`src/rtl/uart_pkg.sv`:
```
// uart_pkg: FSM states, error codes and default SOF
// shared by the UART RX framer slice.
package uart_pkg;

  typedef logic [1:0] state_t;
  typedef logic [1:0] err_t;

  localparam state_t ST_HUNT = 2'd0;
  localparam state_t ST_LEN  = 2'd1;
  localparam state_t ST_DATA = 2'd2;
  localparam state_t ST_CHK  = 2'd3;

  localparam err_t ERR_NONE = 2'b00;
  localparam err_t ERR_LEN  = 2'b01;
  localparam err_t ERR_CHK  = 2'b10;
  localparam err_t ERR_TMO  = 2'b11;

  localparam logic [7:0] SOF_DEFAULT = 8'hA5;

endpackage

```
`src/rtl/uart_frm_timer.sv`:
```
// uart_frm_timer: inter-byte timeout counter, built
// only with UART_RX_FRAMER_TIMEOUT_EN.
module uart_frm_timer #(
  parameter int TIMEOUT = 4096
) (
  input  logic clk,
  input  logic rst,
  input  logic clr,
  input  logic en,
  output logic expired
);
  localparam int TW = $clog2(TIMEOUT + 1);

  logic [TW-1:0] cnt;

  assign expired = en && !clr &&
    (cnt == TW'(TIMEOUT - 1));

  always_ff @(posedge clk or negedge rst) begin
    if (!rst) begin
      cnt <= '0;
    end else if (clr) begin
      cnt <= '0;
    end else if (en && !expired) begin
      cnt <= cnt + TW'(1);
    end
  end
endmodule

```
`src/rtl/uart_rx_framer.sv`:
```
// uart_rx_framer: SOF/LEN/payload/CHK framer on an RX FIFO.
// Macro UART_RX_FRAMER_TIMEOUT_EN adds an inter-byte timeout.
module uart_rx_framer
  import uart_pkg::*;
#(
  parameter int             D_W     = 8,
  parameter int             MAX_LEN = 16,
  parameter logic [D_W-1:0] SOF     = SOF_DEFAULT,
  parameter int             TIMEOUT = 4096
) (
  input  logic           clk,
  input  logic           rst,
  input  logic           ff_empty,
  input  logic [D_W-1:0] ff_data_out,
  output logic           ff_rd_en,
  output logic [D_W-1:0] pl_data,
  output logic           pl_valid,
  input  logic           pl_ready,
  output logic           pl_last,
  output logic           frm_done,
  output logic           frm_err,
  output err_t           err_code
);
  localparam int CW = $clog2(MAX_LEN + 1);

  state_t         state;
  logic           eval;
  logic [CW-1:0]  rem;
  logic [D_W-1:0] acc;
  logic           tmo;
  logic           len_bad;

  assign len_bad = (ff_data_out == '0) ||
    (int'(ff_data_out) > MAX_LEN);

`ifdef UART_RX_FRAMER_TIMEOUT_EN
  uart_frm_timer #(
    .TIMEOUT(TIMEOUT)
  ) u_timer (
    .clk    (clk),
    .rst    (rst),
    .clr    (ff_rd_en || state == ST_HUNT),
    .en     (state != ST_HUNT && !pl_valid),
    .expired(tmo)
  );
`else
  // no timer: a stalled frame waits forever
  assign tmo = (TIMEOUT < 0);
`endif

  always_ff @(posedge clk or negedge rst) begin
    if (!rst) begin
      state    <= ST_HUNT;
      eval     <= 1'b0;
      ff_rd_en <= 1'b0;
      rem      <= '0;
      acc      <= '0;
      pl_data  <= '0;
      pl_valid <= 1'b0;
      pl_last  <= 1'b0;
      frm_done <= 1'b0;
      frm_err  <= 1'b0;
      err_code <= ERR_NONE;
    end else begin
      frm_done <= 1'b0;
      frm_err  <= 1'b0;
      eval     <= ff_rd_en;
      // one pop in flight, none while a byte waits
      ff_rd_en <= !ff_empty && !ff_rd_en &&
        !eval && !pl_valid;
      if (pl_valid && pl_ready) begin
        pl_valid <= 1'b0;
        pl_last  <= 1'b0;
        if (pl_last) state <= ST_CHK;
      end
      if (eval) begin
        unique case (1'b1)
          state == ST_HUNT: begin
            if (ff_data_out == SOF) state <= ST_LEN;
          end
          state == ST_LEN: begin
            if (len_bad) begin
              frm_err  <= 1'b1;
              err_code <= ERR_LEN;
              state    <= ST_HUNT;
            end else begin
              rem   <= CW'(ff_data_out);
              acc   <= ff_data_out;
              state <= ST_DATA;
            end
          end
          state == ST_DATA: begin
            pl_data  <= ff_data_out;
            pl_valid <= 1'b1;
            pl_last  <= (rem == CW'(1));
            acc      <= acc ^ ff_data_out;
            rem      <= rem - CW'(1);
          end
          state == ST_CHK: begin
            if (ff_data_out == acc) begin
              frm_done <= 1'b1;
            end else begin
              frm_err  <= 1'b1;
              err_code <= ERR_CHK;
            end
            state <= ST_HUNT;
          end
          default: state <= ST_HUNT;
        endcase
      end else if (tmo) begin
        frm_err  <= 1'b1;
        err_code <= ERR_TMO;
        state    <= ST_HUNT;
      end
    end
  end
endmodule
```
`config.mk`:
```
export PLATFORM = sky130hd
export DESIGN_NAME = uart_rx_framer
export DESIGN_NICKNAME = d
export VERILOG_FILES = /design/src/rtl/uart_pkg.sv /design/src/rtl/uart_frm_timer.sv /design/src/rtl/uart_rx_framer.sv
export SDC_FILE = /design/constraint.sdc
export NUM_CORES = 1
export LEC_CHECK = 0
export CAP_MARGIN = 0
export CORE_ASPECT_RATIO = 0.7
export CORE_MARGIN = 1.5
export CORE_UTILIZATION = 40
export CTS_BUF_LIST = sky130_fd_sc_hd__clkbuf_2 sky130_fd_sc_hd__clkbuf_4 sky130_fd_sc_hd__clkbuf_8
export CTS_CLUSTER_SIZE = 16
export DETAILED_ROUTE_END_ITERATION = 10
export PLACE_DENSITY_LB_ADDON = 0.12
export SETUP_SLACK_MARGIN = 0.1
export SYNTH_ARGS = -nofsm -noshare
export SYNTH_HDL_FRONTEND = slang
export SYNTH_HIERARCHICAL = 1
export SYNTH_SLANG_ARGS = --single-unit
```
`constraint.sdc`:
```
create_clock -name clk -period 1.64 [get_ports clk]
set_clock_uncertainty 0.2 [all_clocks]
set_input_delay 0.246 -clock clk [delete_from_list [all_inputs] [get_ports clk]]
set_output_delay 0.246 -clock clk [all_outputs]
set_load 0.005 [all_outputs]
```
Yosys cells after proc, flatten, opt, wreduce, memory -nomap -nowiden
Cells that the tools add are included.
- register bits after elaboration: 31
- input bits: 12
- output and inout port bits: 15
- logic and storage cells: 65
- $add $sub $neg: 1
- magnitude comparators: 1
- equality and inequality tests: 9
- muxes and demuxes: 26
- bitwise operators: 1
- reductions and logical operators: 16
- operators by type and width (kind ; count):
    case mux 8 bit (2 select lines) ; 1
    two-way mux 2 bit ; 7
    two-way mux 1 bit ; 12
    case mux 5 bit (2 select lines) ; 1
    equality test 8 bit ; 1
    equality test 8 bit (second input constant) ; 1
    greater-than comparator 8 x 5 -> 1 bit (second input constant) ; 1
    logical NOT 8 bit ; 1
    two-way mux 8 bit ; 1
    XOR 8 bit ; 1
    != test 2 bit (second input constant) ; 3
    case mux 2 bit (3 select lines) ; 1
    equality test 5 x 1 -> 1 bit (second input constant) ; 1
    two-way mux 5 bit ; 1
    subtractor 5 x 1 -> 5 bit (second input constant) ; 1
    equality test 2 bit (second input constant) ; 2
    logical AND 1 bit ; 4
    logical NOT 1 bit ; 4
    case mux 2 bit (2 select lines) ; 1
    AND reduction 4 bit ; 1
    nonzero test 2 bit ; 2
    AND reduction 3 bit ; 1
    equality test 2 x 1 -> 1 bit (second input constant) ; 1
    logical NOT 2 bit ; 1
    3 further kinds ; 3

Logic depth before layout (Yosys ltp)
- word-level depth: 5
- mapped depth: 6
- mapped depth without buffers: 6

Least setup slack after synthesis
No wires, ideal clock.
- kind: input to register
- start: input port ff_data_out[1]
- end: register acc[4]
- library setup time: 0.126 ns
- arrival: 1.531 ns
- required time: 1.314 ns
- path slack: -0.217 ns
- stages on the path: 5
- path buffers: 1
- path through: buf_4 -> nor4_4 -> mux2_4 -> and2_4 -> o311a_1
- cells in the longest elaborated chain, start to end: 4
- elaborated cells on any way between the ends: 5
- classes of those cells: order compare: 1; eq/ne: 1; reduce/logical: 3
- RTL lines (item ; line ; text):
    from (decl) ; uart_rx_framer.sv:14 ; input logic [D_W-1:0] ff_data_out,
    greater-than comparator 8 x 5 -> 1 bit or logical NOT 8 bit (tied branches) ; uart_rx_framer.sv:34, uart_rx_framer.sv:33 ;
    logical OR 1 bit * ; uart_rx_framer.sv:33 ; assign len_bad = (ff_data_out == '0) ||
    != test 2 bit (no line) * ; - ;
    AND reduction 3 bit (no line) * ; - ;
    to (signal assigned) ; uart_rx_framer.sv:88 ; acc <= ff_data_out;
    to (signal assigned) ; uart_rx_framer.sv:96 ; acc <= acc ^ ff_data_out;
    to (decl) ; uart_rx_framer.sv:29 ; logic [D_W-1:0] acc;
Every way passes the cells marked *; elsewhere a longest branch is shown, timed or not.
A chain may end at the register's enable or synchronous reset.

Final worst setup path
- start: register state[1]
- end: register rem[4]
- cells in the longest elaborated chain, start to end: 3
- elaborated cells on any way between the ends: 6
- classes of those cells: eq/ne: 3; mux: 1; reduce/logical: 2
- RTL lines (item ; line ; text):
    from (decl) ; uart_rx_framer.sv:26 ; state_t state;
    from (signal assigned) ; uart_rx_framer.sv:53 ; state <= ST_HUNT;
    from (signal assigned) ; uart_rx_framer.sv:74 ; if (pl_last) state <= ST_CHK;
    from (signal assigned) ; uart_rx_framer.sv:79 ; if (ff_data_out == SOF) state <= ST_LEN;
    equality test 2 x 1 -> 1 bit or equality test 2 bit (tied branches) ; uart_rx_framer.sv:81, uart_rx_framer.sv:92 ;
    != test 2 bit (no line) or nonzero test 2 bit (tied branches) ; - ;
    AND reduction 3 bit (no line) ; - ;
    to (signal assigned) ; uart_rx_framer.sv:87 ; rem <= CW'(ff_data_out);
    to (signal assigned) ; uart_rx_framer.sv:97 ; rem <= rem - CW'(1);
    to (decl) ; uart_rx_framer.sv:28 ; logic [CW-1:0] rem;
Parallel ways exist; a longest one is shown, timed or not.

==> reports/summary.log <==
[clock_network] clock input transition at the sequential cells of the worst setup and hold paths 0.07 ns
[yosys] Synth area leader dfrtp_1
[timing] relative slew slack 71.5%
[layout] layout cells sized above 1 38.0%
[timing] RSZ-0062 raised after global routing yes
[route] DRT iter0 DRCs 127
[floorplanning] Core Region 4350 sq um
[hold_path] count of cells along the worst hold path 2
[worst_setup_path] startpoint class of the critical path flip-flop
[placement] number of port buffers 26
[timing] Final Cycle Share 98.8%
[floorplanning] Chip Height 59.4 um
[pwr] combinational fraction of design power 46.5%
[route] drt wl/cell 15.8 um
[yosys] Syn Area/Cell 9.71 sq um
[route] final wirelength 4830 um
[worst_setup_path] R2R Setup Slk 0.02 ns
[global_routing] wire length of the first global-routing pass 8370 um
[clock_network] total number of clock tree sinks 31
[timing] Worst Tran Pin Value 0.421 ns
[clock_network] worst-case clock buffer depth 2
[route] number of optimization iterations in the first detailed-route pass 6
[pwr] Power Internal 2170 uW
[worst_setup_path] Critical R2R Launch state[1]
[pwr] net switching share of the total power 34.3%
[layout] Syn-to-layout area delta 45.3%
[worst_setup_path] class of the most critical setup path flip-flop to flip-flop
[clock_network] hold-fix buffer count after cts 0
[pwr] static leakage 0.00119 uW
[yosys] Synth Flop Type dfrtp_1
[route] Antenna Nets Post-Route 0
[global_routing] global route total overflow 0
[timing] setup-violating endpoint count in the final report 0
[yosys] main area contributors after synthesis dfrtp_1 43%, mux2_2 4.3%, xnor2_1 4.3%
[yosys] Post-Syn Instances 187
[pwr] worst supply voltage drop on vdd 669 uV
[worst_setup_path] R2R cell count 5
[floorplanning] starting density of the core 41.7%
[pwr] share of power burned in the clock network 17.7%
[hold_path] Min-Delay Path Class input port to flip-flop
[timing] Final min period 1.62 ns
[floorplanning] Top-Level Pins 27
[yosys] Cell Area, Synth 1820 sq um
[clock_network] TritonCTS buffer count 5
[floorplanning] Die ar. 4960 sq um
[yosys] EDFF count, synth 0
[global_routing] initial antenna violation count 0
[worst_setup_path] maximum fanout along the worst path 7
[placement] HPWL after detailed placement 3410 um
[global_routing] pin count of the biggest net entering global routing 32
[timing] maximum clock frequency 0.617 GHz
[run] max-capacitance violation count 0
[layout] number of antenna repair diodes 0
[timing] final hold slack 0.106 ns
[yosys] share of Yosys cell area claimed by the top area cell type 42.7%
[status] result of the run complete, no violations
[worst_setup_path] Setup crit end kind flip-flop
[floorplanning] die extent in x 83.5 um
[yosys] number of warnings reported in the yosys synthesis log 6
[yosys] Unique masters post-synth 51
[worst_setup_path] required time of the worst setup path 1.60 ns
[global_routing] vias in the first global route 1690
[hold_path] terminating pin of the worst hold path pl_data[4]
[worst_setup_path] arrival time reported for the critical path endpoint 1.58 ns
[timing] final count of hold timing violations 0
[route] total via count after detailed routing 1647
[hold_path] startpoint of the lowest-slack hold path ff_data_out[4]
[placement] last weighted congestion value of the routability-driven placer 0.817
[pwr] total power density per cell area 1260 nW/um^2
[layout] Final #Nets 263
[timing] number of max-slew violations in the final report 0
[clock_network] worst skew pair latency 0.29 ns
[floorplanning] row count 20
[yosys] fraction of registers with async set/reset 100%
[yosys] share of synthesized area occupied by flip-flops and latches 42.7%
[worst_setup_path] Reg-to-Reg End rem[4]
[route] DRC violations left 0
[layout] end-of-flow core utilization 60.6%
[yosys] register bit count reported by yosys 31
[global_routing] all-layer global routing usage 22.2%
[pwr] Flop pwr share 35.8%
[clock_network] H-Tree Level Count 2
[pwr] Switching Power 1140 uW
[yosys] net count of the mapped netlist 201
[route] Vias per Instance 5.40
[clock_network] CTS tree built
[clock_network] cell chosen for the clock root clkbuf_8
[layout] fillcell total 385
==> per-stage QoR <==
step / cells / cell area [sq um] / TNS, ns / setup WS, ns / total power (uW)
final: 305 / 2640 / 0 / 0.0203 / 3310
after global routing: 305 / 2640 / -0.0639 / -0.0189 / 3550
after CTS: 305 / 2560 / 0 / 0.0571 / 3220
after detailed placement: 285 / 2340 / -9.51 / -0.605 / 2520
after global placement: 285 / 2340 / -8.96 / -0.570 / 2480
after floorplan: 187 / 1840 / -1.18 / -0.180 / 1850
==> flip-flops by register name, summed over array words and instances (netlist names) <==
| register | cells |
|---|---|
| frm_err | 1 |
| ff_rd_en | 1 |
| acc | 8 |
| eval | 1 |
| rem | 5 |
| err_code | 2 |
| frm_done | 1 |
| pl_data | 8 |
| pl_last | 1 |
| state | 2 |
| pl_valid | 1 |
==> critical path, cell delays in order (launching register included) <==
cell and delay, ns:
dfrtp_2 0.45, buf_6 0.12, nand3b_1 0.16, buf_4 0.15, nor2_4 0.04, o311a_1 0.36
==> cells in the mapped netlist, drive strengths merged, types with 2 or more instances <==
| cell | instances |
|---|---|
| a21oi | 9 |
| nor2 | 21 |
| o311a | 5 |
| o22a | 2 |
| buf | 10 |
| nor3 | 4 |
| a211o | 2 |
| nand2 | 20 |
| nand4 | 3 |
| dfrtp | 31 |
| nand3 | 4 |
| and2 | 2 |
| clkbuf | 4 |
| a21boi | 2 |
| a211oi | 7 |
| nand3b | 2 |
| nor4 | 4 |
| ha | 2 |
| o21ai | 10 |
| mux2 | 8 |
| xnor2 | 9 |
| inv | 6 |
| nor4b | 3 |
==> power by group through the flow <==
stage	clock (uW)	combinational, uW	sequential [uW]
floorplan	0	681	1170
global placement	0	1300	1180
detailed placement	0	1320	1200
CTS	604	1430	1180
global route	640	1680	1230
finish	586	1540	1180
==> kinds of logic after synthesis <==
group | after synthesis | synth area share [%]
buffers and inverters | 20 | 5.72
muxes | 9 | 5.93
xor gates and xnor gates | 9 | 4.34
and+or+nand+nor | 69 | 20.9
DFF | 31 | 42.7
adders and majority gates | 2 | 1.38
AOI/OAI and AO/OA | 47 | 19.0
==> worst max path at each step <==
stage	start	cells after the start	end	slack [ns]
after CTS	state[1]	5	rem[4]	0.06
final	state[1]	5	rem[4]	0.02
after detailed placement	ff_data_out[2]	5	acc[6]	-0.60
after floorplan	ff_data_out[2]	5	acc[4]	-0.18
after global placement	ff_data_out[2]	5	acc[5]	-0.57
after global routing	eval	6	acc[2]	-0.02
==> what timing repair did <==
| item | 4_1_cts | 5_1_grt |
|---|---|---|
| buffers inserted | 12 | 0 |
| cloned | 0 | 0 |
| pin swaps | 14 | 6 |
| setup endpoints to repair | 42 | 25 |
| gates resized for setup | 64 | 23 |
==> cell usage in the layout (no fill, tap or decap), types with 3 or more instances in the layout <==
master           count
buf_4               33
dfrtp_1             30
nand2_1             17
nor2_1              16
dlygate4sd2_1       15
a21oi_1              9
xnor2_1              9
mux2_4               8
buf_6                8
o21ai_0              6
inv_1                5
o311a_1              5
clkbuf_8             5
nor2_2               4
nand3_1              4
o21ai_1              4
a211oi_1             4
nand4_1              3
a211oi_2             3
clkinv_2             3
clkdlybuf4s50_1      3
clkdlybuf4s15_2      3
==> per-layer routing <==
metal / vias up / track usage (%) / routed length [um]
met4: 0 / 7.26 / 70
met3: 8 / 5.99 / 213
met1: 797 / 31.4 / 2410
met5: - / 0 / 0
li1: 803 / - / -
met2: 39 / 33.4 / 2130
==> final cells by class <==
| cell class | instances | area (sq um) | share of cell area, % |
|---|---|---|---|
| Clock buffer | 5 | 68.8 | 2.61 |
| Clock inverter | 3 | 15.0 | 0.569 |
| Inverter | 6 | 22.5 | 0.854 |
| Multi-Input combinational cell | 136 | 1070 | 40.5 |
| Sequential cell | 31 | 777 | 29.5 |
| Tap cell | 55 | 68.8 | 2.61 |
| Timing Repair Buffer | 69 | 618 | 23.4 |
Note: power is estimated with default switching activity, not from simulation.
